`src/rtl/mem_stream_writer_pkg.sv`:
```
// Shared types and helpers for the memory-path stream writer.
// Holds the frame FSM encoding and the frame-length clamp.
package mem_stream_writer_pkg;

  localparam int unsigned MSW_WIDTH_DEF = 4;
  localparam int unsigned MSW_DEPTH_DEF = 4;

  typedef enum logic [1:0] {
    ST_IDLE  = 2'd0,
    ST_WRITE = 2'd1,
    ST_DONE  = 2'd2
  } msw_state_t;

  // A frame can never be longer than the memory it lands in.
  function automatic int unsigned clamp_len(input int unsigned len, input int unsigned depth);
    return (len > depth) ? depth : len;
  endfunction

endpackage

```
`src/rtl/mem_stream_writer_if.sv`:
```
// Stream-in / memory-write-out bundle for mem_stream_writer.
// master drives the stream and control; slave is the writer block.
interface mem_stream_writer_if
  import mem_stream_writer_pkg::*;
#(
  parameter int unsigned width_p = MSW_WIDTH_DEF,
  parameter int unsigned depth_p = MSW_DEPTH_DEF
);
  localparam int unsigned aw_lp = $clog2(depth_p);
  localparam int unsigned cw_lp = $clog2(depth_p + 1);

  logic               start_i;
  logic [cw_lp-1:0]   length_i;
  logic               valid_i;
  logic               ready_o;
  logic [width_p-1:0] data_i;
  logic               wr_e_o;
  logic [aw_lp-1:0]   wr_addr_o;
  logic [width_p-1:0] wr_data_o;
  logic               busy_o;
  logic               done_o;
  logic [cw_lp-1:0]   count_o;

  modport master (
    output start_i, length_i, valid_i, data_i,
    input  ready_o, wr_e_o, wr_addr_o, wr_data_o, busy_o, done_o, count_o
  );

  modport slave (
    input  start_i, length_i, valid_i, data_i,
    output ready_o, wr_e_o, wr_addr_o, wr_data_o, busy_o, done_o, count_o
  );

endinterface

```
`src/rtl/mem_stream_writer_wr_port_reg.sv`:
```
// Registered memory write port: one-cycle stage for wr_e/addr/data.
// Latency 1; no backpressure; address/data hold when no write is loaded.
module mem_stream_writer_wr_port_reg #(
  parameter int unsigned width_p  = 4,
  parameter int unsigned addr_w_p = 2
) (
  input  logic                clk_i,
  input  logic                reset_ni,
  input  logic                load_i,
  input  logic [addr_w_p-1:0] addr_i,
  input  logic [width_p-1:0]  data_i,
  output logic                wr_e_o,
  output logic [addr_w_p-1:0] wr_addr_o,
  output logic [width_p-1:0]  wr_data_o
);

  always_ff @(posedge clk_i or negedge reset_ni) begin
    if (!reset_ni) begin
      wr_e_o    <= 1'b0;
      wr_addr_o <= '0;
      wr_data_o <= '0;
    end else begin
      wr_e_o <= load_i;
      if (load_i) begin
        wr_addr_o <= addr_i;
        wr_data_o <= data_i;
      end
    end
  end

endmodule

```
`src/rtl/mem_stream_writer.sv`:
```
// Writes a framed valid/ready stream into consecutive memory words.
// Write issues 1 cycle after acceptance; ready_o depends only on state/count.
module mem_stream_writer
  import mem_stream_writer_pkg::*;
#(
  parameter int unsigned width_p = MSW_WIDTH_DEF,
  parameter int unsigned depth_p = MSW_DEPTH_DEF
) (
  input  logic               clk_i,
  input  logic               reset_ni,
  mem_stream_writer_if.slave bus
);

  localparam int unsigned aw_lp = $clog2(depth_p);
  localparam int unsigned cw_lp = $clog2(depth_p + 1);
  localparam logic [aw_lp-1:0] addr_last_lp = aw_lp'(depth_p - 1);

  msw_state_t       state_q, state_d;
  logic [cw_lp-1:0] cnt_q;
  logic [cw_lp-1:0] len_q;
  logic [aw_lp-1:0] addr_q;
  logic [cw_lp-1:0] len_clamped;
  logic             start_ok;
  logic             accept;
  logic             last_word;

  assign len_clamped = cw_lp'(clamp_len(32'(bus.length_i), depth_p));
  assign start_ok    = bus.start_i && (state_q != ST_WRITE);
  assign bus.ready_o = (state_q == ST_WRITE) && (cnt_q < len_q);
  assign accept      = bus.valid_i && bus.ready_o;
  assign last_word   = ((cnt_q + cw_lp'(1)) == len_q);

  always_ff @(posedge clk_i or negedge reset_ni) begin
    if (!reset_ni) state_q <= ST_IDLE;
    else           state_q <= state_d;
  end

  always_comb begin
    state_d = state_q;
    case (state_q)
      ST_IDLE, ST_DONE: begin
        // An empty frame skips WRITE so done_o rises on the next cycle.
        if (bus.start_i) state_d = (len_clamped == '0) ? ST_DONE : ST_WRITE;
      end
      ST_WRITE: begin
        if (accept && last_word) state_d = ST_DONE;
      end
      default: state_d = ST_IDLE;
    endcase
  end

  always_ff @(posedge clk_i or negedge reset_ni) begin
    if (!reset_ni) begin
      cnt_q  <= '0;
      len_q  <= '0;
      addr_q <= '0;
    end else if (start_ok) begin
      cnt_q  <= '0;
      len_q  <= len_clamped;
      addr_q <= '0;
    end else if (accept) begin
      cnt_q  <= cnt_q + cw_lp'(1);
      addr_q <= (addr_q == addr_last_lp) ? '0 : addr_q + aw_lp'(1);
    end
  end

  mem_stream_writer_wr_port_reg #(
    .width_p  (width_p),
    .addr_w_p (aw_lp)
  ) u_wr_port_reg (
    .clk_i     (clk_i),
    .reset_ni  (reset_ni),
    .load_i    (accept),
    .addr_i    (addr_q),
    .data_i    (bus.data_i),
    .wr_e_o    (bus.wr_e_o),
    .wr_addr_o (bus.wr_addr_o),
    .wr_data_o (bus.wr_data_o)
  );

  assign bus.busy_o  = (state_q == ST_WRITE);
  assign bus.done_o  = (state_q == ST_DONE);
  assign bus.count_o = cnt_q;

endmodule

```
`src/flat_wrapper.sv`:
```
// flat-port wrapper written by rule: the top's interface ports become plain ports
module mem_stream_writer_flat import mem_stream_writer_pkg::*;
#(
  parameter int unsigned width_p = MSW_WIDTH_DEF,
  parameter int unsigned depth_p = MSW_DEPTH_DEF
)
  (clk_i, reset_ni, bus_start_i, bus_length_i, bus_valid_i, bus_data_i, bus_ready_o, bus_wr_e_o, bus_wr_addr_o, bus_wr_data_o, bus_busy_o, bus_done_o, bus_count_o);
  mem_stream_writer_if #(.width_p(width_p), .depth_p(depth_p)) bus_i ();
  input  logic clk_i;
  input  logic reset_ni;
  input wire logic [$bits(bus_i.start_i)-1:0] bus_start_i;
  input wire logic [$bits(bus_i.length_i)-1:0] bus_length_i;
  input wire logic [$bits(bus_i.valid_i)-1:0] bus_valid_i;
  input wire logic [$bits(bus_i.data_i)-1:0] bus_data_i;
  output wire logic [$bits(bus_i.ready_o)-1:0] bus_ready_o;
  output wire logic [$bits(bus_i.wr_e_o)-1:0] bus_wr_e_o;
  output wire logic [$bits(bus_i.wr_addr_o)-1:0] bus_wr_addr_o;
  output wire logic [$bits(bus_i.wr_data_o)-1:0] bus_wr_data_o;
  output wire logic [$bits(bus_i.busy_o)-1:0] bus_busy_o;
  output wire logic [$bits(bus_i.done_o)-1:0] bus_done_o;
  output wire logic [$bits(bus_i.count_o)-1:0] bus_count_o;
  assign bus_i.start_i = bus_start_i;
  assign bus_i.length_i = bus_length_i;
  assign bus_i.valid_i = bus_valid_i;
  assign bus_i.data_i = bus_data_i;
  assign bus_ready_o = bus_i.ready_o;
  assign bus_wr_e_o = bus_i.wr_e_o;
  assign bus_wr_addr_o = bus_i.wr_addr_o;
  assign bus_wr_data_o = bus_i.wr_data_o;
  assign bus_busy_o = bus_i.busy_o;
  assign bus_done_o = bus_i.done_o;
  assign bus_count_o = bus_i.count_o;
  mem_stream_writer #(.width_p(width_p), .depth_p(depth_p)) u_core (.clk_i(clk_i), .reset_ni(reset_ni), .bus(bus_i));
endmodule
```
`config.mk`:
```
export PLATFORM = sky130hd
export DESIGN_NAME = mem_stream_writer_flat
export DESIGN_NICKNAME = d
export VERILOG_FILES = /design/src/rtl/mem_stream_writer_pkg.sv /design/src/rtl/mem_stream_writer_if.sv /design/src/rtl/mem_stream_writer_wr_port_reg.sv /design/src/rtl/mem_stream_writer.sv /design/src/flat_wrapper.sv
export SDC_FILE = /design/constraint.sdc
export NUM_CORES = 1
export LEC_CHECK = 0
export CAP_MARGIN = 5
export CORE_UTILIZATION = 45
export DETAILED_ROUTE_END_ITERATION = 8
export PLACE_DENSITY = 0.76
export SETUP_SLACK_MARGIN = 0.1
export SLEW_MARGIN = 20
export SYNTH_ARGS = -nofsm -noshare
export SYNTH_HDL_FRONTEND = slang
export SYNTH_SLANG_ARGS = --single-unit
```
`constraint.sdc`:
```
create_clock -name clk_i -period 2.5 [get_ports clk_i]
set_input_delay 0.5 -clock clk_i [delete_from_list [all_inputs] [get_ports clk_i]]
set_output_delay 0.5 -clock clk_i [all_outputs]
set_load 0.01 [all_outputs]
```
Word level (Yosys, flattened, before mapping)
Index checks and enable logic that the tools add are counted.

Register bits after elaboration: 17. Bits of input ports: 11. Output and inout bits: 13. Word-level logic and storage cells: 37.

$add $sub $neg: 2. Magnitude comparators: 2. Eq/ne operators: 7. Multiplexer cells: 10. Reduce and logical (&&, ||, !) cells: 9.

Operators with widths (count): 2-bit two-way mux (6); 3-bit two-way mux (3); 2-bit equality test, second input constant (2); 1-bit logical AND (4); 2-bit by 1-bit inequality test with 1-bit output, second input constant (2); 2-bit case mux with 2 select lines (1); 3-bit by 1-bit adder with 3-bit output, second input constant (1); 3-bit equality test (1); 3-bit > comparator, second input constant (1); 3-bit logical NOT (1); 3-bit less-than comparator (1); 2-bit by 1-bit adder with 2-bit output, second input constant (1); 2-bit by 1-bit equality test with 1-bit output, second input constant (1); 2-bit logical NOT (1); 2-bit inequality test, second input constant (1); 2-bit AND reduction (1); 2-bit nonzero test (1); 2-bit OR reduction (1).

Depth between registers and ports, before layout
Depth in word-level cells: 6. Gate-level depth with buffers: 7. Gate-level depth less buffers: 7.

By module
From an unflattened synthesis, not the netlist that was laid out.

Cells, all modules: 72. Area total of the unflattened synthesis: 884.6 um^2.

Modules (own cells, without submodules): mem_stream_writer (times used 1, cells an instance 58, area each 608.1 um^2, seq. area each 250.2 um^2); mem_stream_writer_wr_port_reg (times used 1, cells an instance 14, area each 276.5 um^2, seq. area each 175.2 um^2).

Worst setup path after synthesis
Ideal clock, no wire load.

Path kind: reg-to-reg. Start: register u_core.cnt_q[1], in the netlist u_core.bus.count_o[1]. End: register u_core.u_wr_port_reg.wr_data_o[0]. Setup time: 125 ps. Data arrival time: 1744 ps. Data required time: 2375 ps. Setup slack: 632 ps. Stages on the path, launching flop included: 7. Buffers on the path: 0. Clock period less this slack: 1868 ps. Cell sequence: dfrtp_1 > ha_1 > nor2b_1 > o21ai_0 > nand2_1 > inv_2 > mux2_2.

Word-level cells in the longest chain between the ends: 3.

RTL lines: from (decl) (RTL line mem_stream_writer.sv:19) `logic [cw_lp-1:0] cnt_q;`; from (signal assigned) (RTL line mem_stream_writer.sv:62) `cnt_q <= cnt_q + cw_lp'(1);`; 3-bit less-than comparator (RTL line mem_stream_writer.sv:29) `assign bus.ready_o = (state_q == ST_WRITE) && (cnt_q < len_q);`; 1-bit logical AND (RTL line mem_stream_writer.sv:29); 1-bit logical AND (RTL line mem_stream_writer.sv:30) `assign accept = bus.valid_i && bus.ready_o;`; net u_core.accept (RTL line mem_stream_writer.sv:24) `logic accept;`; to (signal assigned) (RTL line mem_stream_writer_wr_port_reg.sv:26) `wr_data_o <= data_i;`; to (decl) (RTL line mem_stream_writer_wr_port_reg.sv:14) `output logic [width_p-1:0] wr_data_o`.

The timed path passes the listed nets, and every way through them passes these cells. A chain may end at the register's enable or synchronous reset.

Final worst setup path
Start: register u_core.cnt_q[1], in the netlist u_core.bus.count_o[1]. End: output bus_ready_o.

Word-level cells in the longest chain between the ends: 2.

RTL lines: 3-bit less-than comparator (RTL line mem_stream_writer.sv:29); 1-bit logical AND (RTL line mem_stream_writer.sv:29); to (decl) (RTL line flat_wrapper.sv:15) `output wire logic [$bits(bus_i.ready_o)-1:0] bus_ready_o;`.

Every way passes these cells.

==> out/metrics.json <==
{
  "critical_path.cell_chain": "ha_1 -> nor2b_1 -> o21a_1 -> nor3_1 -> clkdlybuf4s15_1",
  "routed_wire_length_per_instance_um": 11.2,
  "route.detailed.vias_per_inst": 4.91,
  "timing.hold.worst.class": "reg -> reg",
  "power.ir.vdd_worst_mv": 0.512,
  "drt_first_iter_violations": 1,
  "drive_above_1_share": 0.140,
  "route.antenna.remaining_nets": 0,
  "die_area_mm2": 0.00202,
  "critical_path.max_fanout": 4,
  "placed_cell_area_mm2": 0.00110,
  "min_period_over_period": 0.901,
  "most-common-layout-cells": "22 x sky130_fd_sc_hd__clkdlybuf4s50_1, 17 x sky130_fd_sc_hd__dfrtp_1, 7 x sky130_fd_sc_hd__o21ai_0, 7 x sky130_fd_sc_hd__nand2_1, 7 x sky130_fd_sc_hd__mux2_2",
  "power_report.internal_total_uw": 845,
  "drcViolationCount": 0,
  "cts.sink_count": 17,
  "groute.usage.overall": 0.163,
  "ctsLongestPathBuffers": 2,
  "cp.arrival_ns": 1.75,
  "fin_tns_setup_ns": 0,
  "synth_cell_types": 25,
  "cts_tree": "built",
  "syn-instance-count": 72,
  "number_of_clock_buffers_inserted_by_tritoncts": 3,
  "timing.max_cap.violations": 0,
  "flop_pwr_share": 0.357,
  "globalplace.congestion": 0.756,
  "synth_fp_nets": 88,
  "p_comb_frac": 0.531,
  "area_of_the_core_mm2": 0.00173,
  "p_per_area_mw_per_mm2": 1170,
  "grt-ovfl-total": 0,
  "slew_headroom": 0.508,
  "fin_hold_ws_ns": 0.508,
  "num_antenna_cells": 0,
  "clkLatencyLatePin_ns": 0.29,
  "fin_nets": 117,
  "outcome": "finished clean",
  "timing.critical_path.slowest_stage_cell": "sky130_fd_sc_hd__dfrtp_1",
  "final_period_minus_worst_setup_slack_ns": 2.25,
  "report.final.slew_viol_count": 0,
  "switching_share": 0.360,
  "r2r-start": "u_core.bus.count_o[1]",
  "timing_worst_setup_path_type": "reg -> out",
  "finalPower_mw": 1.32,
  "p_switching_uw": 476,
  "place_hpwl_um": 1090,
  "ff2ff_path_depth": 6,
  "synth.largest_area_cell": "sky130_fd_sc_hd__dfrtp_1",
  "portBuffers": 23,
  "htree_levels": 1,
  "design.portCount": 24,
  "area.growth.synth_to_final_pct": 35.8,
  "worst_setup_hold_path_clk_slew_ns": 0.10,
  "fp.dieH_um": 44.9,
  "startpoint": "u_core.bus.count_o[1]",
  "drt_wl_total_um": 1400,
  "report.final.setup_viol": 0,
  "critPathLaunchType": "register",
  "worstMarginPinSlew_ns": 0.735,
  "final_skew_ns": 0.00333,
  "critPathCaptureType": "primary output",
  "post-route-util": 0.651,
  "endpoint_of_the_worst_slack_reg_to_reg_timing_path": "u_core.u_wr_port_reg.wr_data_o[0]",
  "ys_seq_area_frac": 0.514,
  "critical_path.endpoint": "bus_ready_o",
  "static-leakage-power_nw": 0.503,
  "netlist.area_leader.share": 0.514,
  "critPathRequiredTime_ns": 2.00,
  "wire_length_of_the_first_global_routing_pass_um": 2330,
  "final_cell_area_mm2": 0.00112,
  "dieWidth_um": 44.9,
  "hold_viol": 0,
  "first_global_vias": 549,
  "timing.critical_path.slowest_cell_delay_ns": 0.42,
  "power.share.clock": 0.111,
  "pin_count_of_the_biggest_net_entering_global_routing": 18,
  "fp-row-count": 15,
  "synth_register_bits": 17,
  "fmax_mhz": 444,
  "effective_utilization_at_floorplan": 0.480,
  "clock-root-buffer": "sky130_fd_sc_hd__clkbuf_4",
  "yosysWarningCount": 0,
  "antenna_violations_before_repair": 0,
  "post_cts_buffers": 0,
  "post_synth_main_area_contributors": "sky130_fd_sc_hd__dfrtp_1 51%, sky130_fd_sc_hd__mux2_2 9.5%, sky130_fd_sc_hd__ha_1 7.6%",
  "setup_repair_after_global_routing_missed_its_margin": "no",
  "detailroute.via_count": 614,
  "syn-cell-area_um2": 828,
  "synth.avg_cell_area_um2": 11.5,
  "layout_commonest_cell": "sky130_fd_sc_hd__clkdlybuf4s50_1",
  "dr.pass1.iters": 3,
  "worst-r2r-setup-slack_ns": 0.62
}
## what timing repair did
item                                    CTS  global route
endpoints found under the setup margin    1             1
hold endpoints to repair                  0             0
hold buffers                              0             0
gates resized for setup                   1             1
pin swaps                                 0             0
## sequential cells by signal, summed over array words and instances (netlist names)
signal and cells:
u_core.len_q 3, u_core.bus.count_o 3, u_core.u_wr_port_reg.wr_data_o 4, u_core.addr_q 2, u_core.u_wr_port_reg.wr_addr_o 2, u_core.u_wr_port_reg.wr_e_o 1, u_core.state_q 2
## power groups by stage
stage | clock network [mW] | logic [mW] | registers (mW)
2_1_floorplan | 0 | 0.388 | 0.501
3_3_place_gp | 0 | 0.705 | 0.476
3_5_place_dp | 0 | 0.716 | 0.481
4_1_cts | 0.154 | 0.706 | 0.476
5_1_grt | 0.168 | 0.777 | 0.488
6_report | 0.147 | 0.702 | 0.472
## area by class of cell
| type | count | area [µm²] |
|---|---|---|
| fill | 151 | 602 |
| timing repair buffer | 24 | 238 |
| inverter | 5 | 18.8 |
| clock buffer | 3 | 22.5 |
| multi-input combinational | 50 | 384 |
| clock inverter | 1 | 5.00 |
| sequential | 17 | 425 |
| tap | 25 | 31.3 |
## synth_stat cells
cell type and count:
sky130_fd_sc_hd__nand2b_1 2, sky130_fd_sc_hd__nor2b_1 1, sky130_fd_sc_hd__or4_1 1, sky130_fd_sc_hd__xnor2_1 2, sky130_fd_sc_hd__and2b_1 1, sky130_fd_sc_hd__o211ai_1 1
sky130_fd_sc_hd__mux2i_1 2, sky130_fd_sc_hd__dfrtp_1 17, sky130_fd_sc_hd__ha_1 5, sky130_fd_sc_hd__a21boi_1 1, sky130_fd_sc_hd__or3b_1 1, sky130_fd_sc_hd__o22ai_1 1
sky130_fd_sc_hd__nor3_1 2, sky130_fd_sc_hd__inv_1 4, sky130_fd_sc_hd__o22a_1 1, sky130_fd_sc_hd__inv_2 1, sky130_fd_sc_hd__xor2_1 1, sky130_fd_sc_hd__nand2b_4 1
sky130_fd_sc_hd__nand3_1 2, sky130_fd_sc_hd__o21a_1 1, sky130_fd_sc_hd__or3_1 1, sky130_fd_sc_hd__nand2_1 7, sky130_fd_sc_hd__o21ai_0 7, sky130_fd_sc_hd__mux2_2 7
sky130_fd_sc_hd__nor3b_1 2
## stage by stage
stage                     cells  setup slack (ns)
after floorplan              72             0.632
after global placement      121             0.305
after detailed placement    121             0.288
after CTS                   125             0.227
after global routing        125             0.103
final                       125             0.247
## logic make-up (layout without fill, tap and decap cells)
group,after synthesis,after routing,share of synthesized area
multiplexers,9,9,0.119
flip-flops,17,17,0.514
buffers and inverters,5,33,0.0226
XOR/XNOR,3,3,0.0317
AND/OR/NAND/NOR,21,21,0.150
AO/OA/AOI/OAI,12,12,0.0876
adder cells (fa/ha/maj),5,5,0.0755
## critical path: cells and delay by family, from the launching register on
family          cells  cell delay (ns)
compound gates      1             0.20
simple gates        2             0.28
buf+inv             1             0.26
flops               1             0.42
fa+ha+maj           1             0.30
## how the worst min path moves through the flow
stage                                 startpoint                                 to  slack [ns]  depth (start not counted)
2_1_floorplan                           reset_ni                   u_core.addr_q[0]        0.20                          0
3_3_place_gp                     u_core.len_q[0]                    u_core.len_q[0]        0.49                          2
3_5_place_dp                     u_core.len_q[0]                    u_core.len_q[0]        0.49                          2
4_1_cts                          u_core.len_q[0]                    u_core.len_q[0]        0.51                          2
5_1_grt        u_core.u_wr_port_reg.wr_data_o[2]  u_core.u_wr_port_reg.wr_data_o[2]        0.53                          1
6_report                         u_core.len_q[0]                    u_core.len_q[0]        0.51                          2
## routing by layer
metal | global-route usage | routed length, µm | vias to the layer above
met5 | 0 | 0 | -
met1 | 0.215 | 711 | 285
met4 | 0.0727 | 22 | 0
li1 | - | - | 311
met2 | 0.232 | 595 | 15
met3 | 0.0680 | 66 | 3
Power figures use the tool's default switching activity.
